<file path="src/rtl/inv_subbytes_seq.sv">
`timescale 1ns/1ps
// Inverse SubBytes engine for the AES-128 decrypt round. The 16 state bytes
// pass through NUM_SBOX shared inverse S-boxes over 16/NUM_SBOX cycles.

module inv_sbox (
  input  logic [3:0] x,
  input  logic [3:0] y,
  output logic [7:0] b
);
  // Row = x (upper nibble), column = y (lower nibble).
  localparam logic [7:0] TBL [0:255] = '{
    8'h52, 8'h09, 8'h6a, 8'hd5, 8'h30, 8'h36, 8'ha5, 8'h38, 8'hbf, 8'h40, 8'ha3, 8'h9e, 8'h81, 8'hf3, 8'hd7, 8'hfb,
    8'h7c, 8'he3, 8'h39, 8'h82, 8'h9b, 8'h2f, 8'hff, 8'h87, 8'h34, 8'h8e, 8'h43, 8'h44, 8'hc4, 8'hde, 8'he9, 8'hcb,
    8'h54, 8'h7b, 8'h94, 8'h32, 8'ha6, 8'hc2, 8'h23, 8'h3d, 8'hee, 8'h4c, 8'h95, 8'h0b, 8'h42, 8'hfa, 8'hc3, 8'h4e,
    8'h08, 8'h2e, 8'ha1, 8'h66, 8'h28, 8'hd9, 8'h24, 8'hb2, 8'h76, 8'h5b, 8'ha2, 8'h49, 8'h6d, 8'h8b, 8'hd1, 8'h25,
    8'h72, 8'hf8, 8'hf6, 8'h64, 8'h86, 8'h68, 8'h98, 8'h16, 8'hd4, 8'ha4, 8'h5c, 8'hcc, 8'h5d, 8'h65, 8'hb6, 8'h92,
    8'h6c, 8'h70, 8'h48, 8'h50, 8'hfd, 8'hed, 8'hb9, 8'hda, 8'h5e, 8'h15, 8'h46, 8'h57, 8'ha7, 8'h8d, 8'h9d, 8'h84,
    8'h90, 8'hd8, 8'hab, 8'h00, 8'h8c, 8'hbc, 8'hd3, 8'h0a, 8'hf7, 8'he4, 8'h58, 8'h05, 8'hb8, 8'hb3, 8'h45, 8'h06,
    8'hd0, 8'h2c, 8'h1e, 8'h8f, 8'hca, 8'h3f, 8'h0f, 8'h02, 8'hc1, 8'haf, 8'hbd, 8'h03, 8'h01, 8'h13, 8'h8a, 8'h6b,
    8'h3a, 8'h91, 8'h11, 8'h41, 8'h4f, 8'h67, 8'hdc, 8'hea, 8'h97, 8'hf2, 8'hcf, 8'hce, 8'hf0, 8'hb4, 8'he6, 8'h73,
    8'h96, 8'hac, 8'h74, 8'h22, 8'he7, 8'had, 8'h35, 8'h85, 8'he2, 8'hf9, 8'h37, 8'he8, 8'h1c, 8'h75, 8'hdf, 8'h6e,
    8'h47, 8'hf1, 8'h1a, 8'h71, 8'h1d, 8'h29, 8'hc5, 8'h89, 8'h6f, 8'hb7, 8'h62, 8'h0e, 8'haa, 8'h18, 8'hbe, 8'h1b,
    8'hfc, 8'h56, 8'h3e, 8'h4b, 8'hc6, 8'hd2, 8'h79, 8'h20, 8'h9a, 8'hdb, 8'hc0, 8'hfe, 8'h78, 8'hcd, 8'h5a, 8'hf4,
    8'h1f, 8'hdd, 8'ha8, 8'h33, 8'h88, 8'h07, 8'hc7, 8'h31, 8'hb1, 8'h12, 8'h10, 8'h59, 8'h27, 8'h80, 8'hec, 8'h5f,
    8'h60, 8'h51, 8'h7f, 8'ha9, 8'h19, 8'hb5, 8'h4a, 8'h0d, 8'h2d, 8'he5, 8'h7a, 8'h9f, 8'h93, 8'hc9, 8'h9c, 8'hef,
    8'ha0, 8'he0, 8'h3b, 8'h4d, 8'hae, 8'h2a, 8'hf5, 8'hb0, 8'hc8, 8'heb, 8'hbb, 8'h3c, 8'h83, 8'h53, 8'h99, 8'h61,
    8'h17, 8'h2b, 8'h04, 8'h7e, 8'hba, 8'h77, 8'hd6, 8'h26, 8'he1, 8'h69, 8'h14, 8'h63, 8'h55, 8'h21, 8'h0c, 8'h7d
  };

  assign b = TBL[{x, y}];
endmodule

// state | meaning
// IDLE  | waiting for a state; in_ready high
// RUN   | substituting group grp_cnt in place, one group per cycle
// DONE  | result held on out_state until out_ready
module inv_subbytes_seq #(
  parameter int NUM_SBOX = 4
) (
  input  logic         clk,
  input  logic         rst,
  input  logic         in_valid,
  output logic         in_ready,
  input  logic [0:127] in_state,
  output logic         out_valid,
  input  logic         out_ready,
  output logic [0:127] out_state,
  output logic         busy
);
  localparam int GROUPS = 16 / NUM_SBOX;
  localparam int CNT_W  = (GROUPS > 1) ? $clog2(GROUPS) : 1;
  localparam logic [CNT_W-1:0] LAST_GRP = CNT_W'(GROUPS - 1);

  typedef enum logic [1:0] {IDLE, RUN, DONE} state_t;

  state_t           state_q, state_d;
  logic [CNT_W-1:0] grp_cnt_q, grp_cnt_d;
  logic [0:127]     work_q, work_d;
  logic [7:0]       sbox_in  [NUM_SBOX];
  logic [7:0]       sbox_out [NUM_SBOX];

  // Byte j of the active group feeds S-box j.
  always_comb begin
    for (int j = 0; j < NUM_SBOX; j++) begin
      sbox_in[j] = 8'h00;
      for (int g = 0; g < GROUPS; g++) begin
        if (grp_cnt_q == CNT_W'(g)) sbox_in[j] = work_q[8*(g*NUM_SBOX+j) +: 8];
      end
    end
  end

  for (genvar j = 0; j < NUM_SBOX; j++) begin : g_sbox
    inv_sbox u_sbox (
      .x (sbox_in[j][7:4]),
      .y (sbox_in[j][3:0]),
      .b (sbox_out[j])
    );
  end

  always_comb begin
    state_d   = state_q;
    grp_cnt_d = grp_cnt_q;
    work_d    = work_q;
    unique case (state_q)
      IDLE: begin
        if (in_valid) begin
          work_d    = in_state;
          grp_cnt_d = '0;
          state_d   = RUN;
        end
      end
      RUN: begin
        for (int g = 0; g < GROUPS; g++) begin
          if (grp_cnt_q == CNT_W'(g)) begin
            for (int j = 0; j < NUM_SBOX; j++) work_d[8*(g*NUM_SBOX+j) +: 8] = sbox_out[j];
          end
        end
        if (grp_cnt_q == LAST_GRP) begin
          grp_cnt_d = '0;
          state_d   = DONE;
        end else begin
          grp_cnt_d = grp_cnt_q + CNT_W'(1);
        end
      end
      DONE: begin
        if (out_ready) state_d = IDLE;
      end
      default: state_d = IDLE;
    endcase
  end

  always_ff @(posedge clk) begin
    if (rst) begin
      state_q   <= IDLE;
      grp_cnt_q <= '0;
      work_q    <= '0;
    end else begin
      state_q   <= state_d;
      grp_cnt_q <= grp_cnt_d;
      work_q    <= work_d;
    end
  end

  assign in_ready  = (state_q == IDLE);
  assign out_valid = (state_q == DONE);
  assign busy      = (state_q == RUN) || (state_q == DONE);
  assign out_state = work_q;
endmodule
</file>
<file path="config.mk">
export PLATFORM = sky130hd
export DESIGN_NAME = inv_subbytes_seq
export DESIGN_NICKNAME = d
export VERILOG_FILES = /design/src/rtl/inv_subbytes_seq.sv
export SDC_FILE = /design/constraint.sdc
export NUM_CORES = 1
export LEC_CHECK = 0
export ABC_CLOCK_PERIOD_IN_PS = 4500
export CORE_MARGIN = 1.5
export CORE_UTILIZATION = 30
export DETAILED_ROUTE_END_ITERATION = 16
export PLACE_DENSITY = 0.55
export SYNTH_ARGS = -nofsm -noshare
export SYNTH_HDL_FRONTEND = slang
export SYNTH_HIERARCHICAL = 1
export SYNTH_SLANG_ARGS = --single-unit
</file>
<file path="constraint.sdc">
create_clock -name clk -period 4.5 [get_ports clk]
set_input_delay 0.675 -clock clk [delete_from_list [all_inputs] [get_ports clk]]
set_output_delay 0.675 -clock clk [all_outputs]
set_load 0.1 [all_outputs]
</file>
### Word level (Yosys, flattened, before mapping)

Memories as Yosys holds them, arrays and structs flattened.
Cells that the tools add are included.

* flip-flop bits (word level): 132
* memories: 4
* output and inout bits: 131
* bits in read-only memories: 8192
* logic and storage cells: 77
* bits of input ports: 132

Memory list
* (no name shown): words 256, width 8, read ports 1, clocked after memory_dff 0, write ports 0, RTL line 30 `assign b = TBL[{x, y}];`
* (no name shown): words 256, width 8, read ports 1, clocked after memory_dff 0, write ports 0, RTL line 30
* (no name shown): words 256, width 8, read ports 1, clocked after memory_dff 0, write ports 0, RTL line 30
* (no name shown): words 256, width 8, read ports 1, clocked after memory_dff 0, write ports 0, RTL line 30

* add/sub/neg operators: 1
* equality and inequality tests: 11
* bitwise logic cells: 4
* reductions and logical operators: 10
* magnitude comparators: 4
* muxes and demuxes: 37

Operators with widths (count)
* one-hot mux 128 bit (2 select lines): 1
* two-way mux 8 bit: 24
* two-way mux 128 bit: 1
* two-way mux 32 bit: 4
* greater-or-equal comparator 9 bit, second input constant: 4
* NOT 8 -> 9 bit: 4
* AND reduction 3 bit: 5
* two-way mux 2 bit: 5
* inequality test 2 bit, second input constant: 5
* equality test 2 bit, second input constant: 3
* one-hot mux 2 bit (3 select lines): 1
* equality test 2 x 1 -> 1 bit, second input constant: 2
* logical NOT 2 bit: 2
* one-hot mux 2 bit (2 select lines): 1
* adder 2 x 1 -> 2 bit, second input constant: 1
* inequality test 2 x 1 -> 1 bit, second input constant: 1
* AND reduction 2 bit: 1
* nonzero test 2 bit: 1
* logical OR 1 bit: 1

### Logic depth before layout (Yosys ltp)

* depth after elaboration: 11
* mapped depth: 21
* mapped depth without buffers: 15

### Modules after synthesis

The synthesis kept the hierarchy.

By module, submodules not included
* inv_subbytes_seq: cells each 845, area an instance 7962.6 µm², sequential area each 2642.5 µm², times used 1
* inv_sbox (g_sbox[2].u_sbox ...): cells each 545, area an instance 3368.2 µm², sequential area each 0.0 µm², times used 2
* inv_sbox (g_sbox[1].u_sbox): cells each 531, area an instance 3454.6 µm², sequential area each 0.0 µm², times used 1
* inv_sbox (g_sbox[0].u_sbox): cells each 527, area an instance 3362.0 µm², sequential area each 0.0 µm², times used 1

### Worst setup path after synthesis

Ideal clock, no wire load.

* kind: register to register
* start: register grp_cnt_q[0]
* end: register work_q (netlist bit out_state[73])
* cell stages (with the launch flop): 21
* setup slack: 0.289 ns
* required time: 4.419 ns
* setup time: 0.081 ns
* clock period less this slack: 4.211 ns
* data arrival time: 4.130 ns
* buffers on the path: 6
* path through: dfxtp_1 > ha_1 > clkbuf_1 > clkbuf_1 > a21oi_1 > o21ai_0 > a22o_1 > buf_2 > buf_2 > inv_1 > ha_1 > buf_2 > clkbuf_1 > mux2i_1 > mux4_2 > o2bb2ai_1 > o21ai_1 > nand3_1 > o31ai_1 > mux2i_1 > a211oi_2

RTL lines
* from (decl): RTL line 57 `logic [CNT_W-1:0] grp_cnt_q, grp_cnt_d;`
* from (signal assigned): RTL line 119 `grp_cnt_q <= grp_cnt_d;`
* to (signal assigned): RTL line 120 `work_q <= work_d;`
* to (decl): RTL line 58 `logic [0:127] work_q, work_d;`

==> metrics.txt <==
initial core utilization 0.302; largest net degree at the start of global routing 115; Antenna Cells 0; Layout area overhead 23.2%; async set-reset flop share out of synthesis 0; Rel. slew slack 0.208; total number of yosys warnings 6; clk buf depth 2; clk slew on worst S/H paths 0.08 ns; first-pass GRT wire length 170000 um; Startpoint Class flop; Finished Cell Area 26500 um2; Die X 271 um; worst-path fanout max 20; hold bufs inserted after CTS 0; path type of the worst min-delay path flop to flop; # H-tree levels 4; WL per Instance 28.1 um; Netlist cell types 95; Tcrit/Tclk final 0.966; Worst setup EP type flop; Reg2Reg Depth 17; clk_skew 0.0182 ns; CTS Root Buffer Type clkbuf_16; number of max-cap violations 0; layout cells sized above 1 0.170; status finished, final reports clean; Ports 263; IO buf count 262; sequential share of the synthesized area 0.123; clk_lat worst skew 0.51 ns; Post-synth EDFFs 0; Final setup violation count 0; Mapped Cells 2993; top post-synthesis cells by area dfxtp_1, a21oi_1, mux2i_1; number of nets in the layout 3395; std cell rows 98; Setup TNS 0 ns; Post-synth top flop dfxtp_1; CTS tree yes; core footprint 71200 um2; Yosys top cell by area dfxtp_1; Final Hold Vio Count 0; placed cell areas 25800 um2; Remaining Overflow, GRT 0; crit path DAT 4.76 ns; Global Route Usage Sum 0.304; vias in the first global route 25040; Synth Register Bits 132; filler cell count 7482; Mapped Area 21500 um2; DRT iter0 DRCs 4398; CP required 4.91 ns; vias 26800; syn nets 3217; GPL Wtd Cong 1.07; post-synth top area share 0.123; dpl hpwl 83300 um; RSZ-0062 raised after global routing no; First-pass DRT Iterations 10; initial antenna violation count 0; FF-to-FF setup slack 0.15 ns; slew at the pin with the worst max-slew slack 1.18 ns; crit path time final 4.35 ns; Fmax 230 MHz; kind of critical path flop to flop; die height 271 um; Final ANT Viol Nets 0; clock sink count 132; Worst Hold Path Cells 2; final WL 116000 um; DR vias/cell 6.48; DIE AREA 73300 um2; DRC errors left 0; Avg Cell Area, Syn 7.19 um2; fin. max-slew vios 0; TritonCTS Buffers 17
[timing repair]
action                     in CTS  in global routing
pin swaps                       0                  0
buffers inserted                0                  0
gates resized for setup         1                 14
setup endpoints to repair       1                 35
[synth_stat cells, drive strengths merged, types with 11 or more instances]
| master | n |
|---|---|
| a211o | 13 |
| a211oi | 193 |
| a21o | 15 |
| a21oi | 392 |
| a221o | 11 |
| a221oi | 30 |
| a22o | 32 |
| a311oi | 60 |
| a31oi | 55 |
| and2 | 19 |
| and3 | 23 |
| buf | 226 |
| clkbuf | 143 |
| dfxtp | 132 |
| ha | 92 |
| inv | 81 |
| mux2 | 13 |
| mux2i | 156 |
| mux4 | 20 |
| nand2 | 243 |
| nand2b | 90 |
| nand3 | 97 |
| nand3b | 12 |
| nand4 | 24 |
| nor2 | 140 |
| nor2b | 61 |
| nor3 | 66 |
| o2111ai | 14 |
| o211ai | 50 |
| o21ai | 224 |
| o221ai | 12 |
| o22ai | 17 |
| o311ai | 37 |
| o31ai | 35 |
| or2 | 26 |
[routing by layer]
metal,wire [um],global-route usage,up-vias
met5,0,0,-
met4,6210,0.154,0
met3,12400,0.0640,412
met2,49100,0.452,2065
met1,48400,0.411,12611
li1,-,-,11712
[metrics by stage]
step | std cells | setup slack [ns] | hold slack, ns | utilization
after detailed placement | 4102 | -0.0159 | 0.547 | 0.362
final | 4134 | 0.152 | 0.557 | 0.372
after floorplan | 2993 | 0.289 | 0.505 | -
after global placement | 4102 | -0.0603 | 0.532 | 0.362
after global routing | 4134 | 0.000752 | 0.586 | 0.372
after CTS | 4134 | 0.0862 | 0.557 | 0.371
[area by class of cell]
cell class / instances / area (um2) / area share
Tap cell: 950 / 1190 / 0.0448
Multi-Input combinational cell: 2406 / 16800 / 0.633
Clock buffer: 17 / 425 / 0.0160
Clock inverter: 15 / 226 / 0.00854
Timing Repair Buffer: 528 / 4920 / 0.186
Sequential cell: 132 / 2640 / 0.0997
Inverter: 86 / 323 / 0.0122
[critical path, cell delays in order (launching register included)]
cell and delay [ns]:
dfxtp_1 0.40, inv_1 0.16, ha_4 0.40, buf_4 0.22, a21oi_1 0.07, a22o_1 0.27
inv_1 0.11, buf_4 0.19, ha_1 0.22, buf_4 0.24, nand2_1 0.27, a22oi_1 0.33
a21oi_1 0.11, a211o_1 0.32, a311oi_1 0.39, buf_4 0.20, mux2i_1 0.11, a211oi_2 0.23
[path summary, 6_finish.rpt]
| path | start | endpoint |
|---|---|---|
| setup / recovery | grp_cnt_q[0] | out_state[39] |
| hold / removal | out_state[33] | out_state[33] |
| setup reg to reg | grp_cnt_q[0] | out_state[39] |
| hold reg to reg | out_state[33] | out_state[33] |
[cells in the final DEF (no fill, tap or decap), types with 16 or more instances in the layout]
master           netlist  final
a211oi_1              73     71
a211oi_2             120    122
a21oi_1              391    391
a221oi_1              30     29
a22o_1                32     18
a311oi_1              59     58
a31oi_1               55     55
and3_1                23     23
buf_12                 3     24
buf_4                 23    242
clkbuf_16              0     17
clkdlybuf4s50_1        0    261
dfxtp_1              132    132
ha_1                  92     81
inv_1                 76     76
mux2i_1              156    156
mux4_2                20     20
nand2_1              239    239
nand2b_1              85     80
nand3_1               97     97
nand4_1               24     24
nor2_1               135    134
nor2b_1               60     59
nor3_1                66     66
o211ai_1              48     48
o21ai_0              217    216
o22ai_1               17     17
o311ai_0              29     29
o31ai_1               35     35
or2_2                 16     16
[cell families (layout without fill, tap and decap cells)]
kind of cell / after synthesis / count (layout) / synth area share
buf+inv: 455 / 646 / 0.106
xor+xnor: 7 / 7 / 0.00285
compound gates: 1291 / 1291 / 0.424
flops: 132 / 132 / 0.123
simple gates: 826 / 826 / 0.191
fa+ha+maj: 93 / 93 / 0.0540
mux: 189 / 189 / 0.100
[registers in the layout, indices dropped and copies added, names as in the netlist]
| name | flops |
|---|---|
| state_q | 2 |
| out_state | 128 |
| grp_cnt_q | 2 |
Power is not shown: default switching activity piles up to over one toggle a cycle in this logic, so the estimate is an artifact.
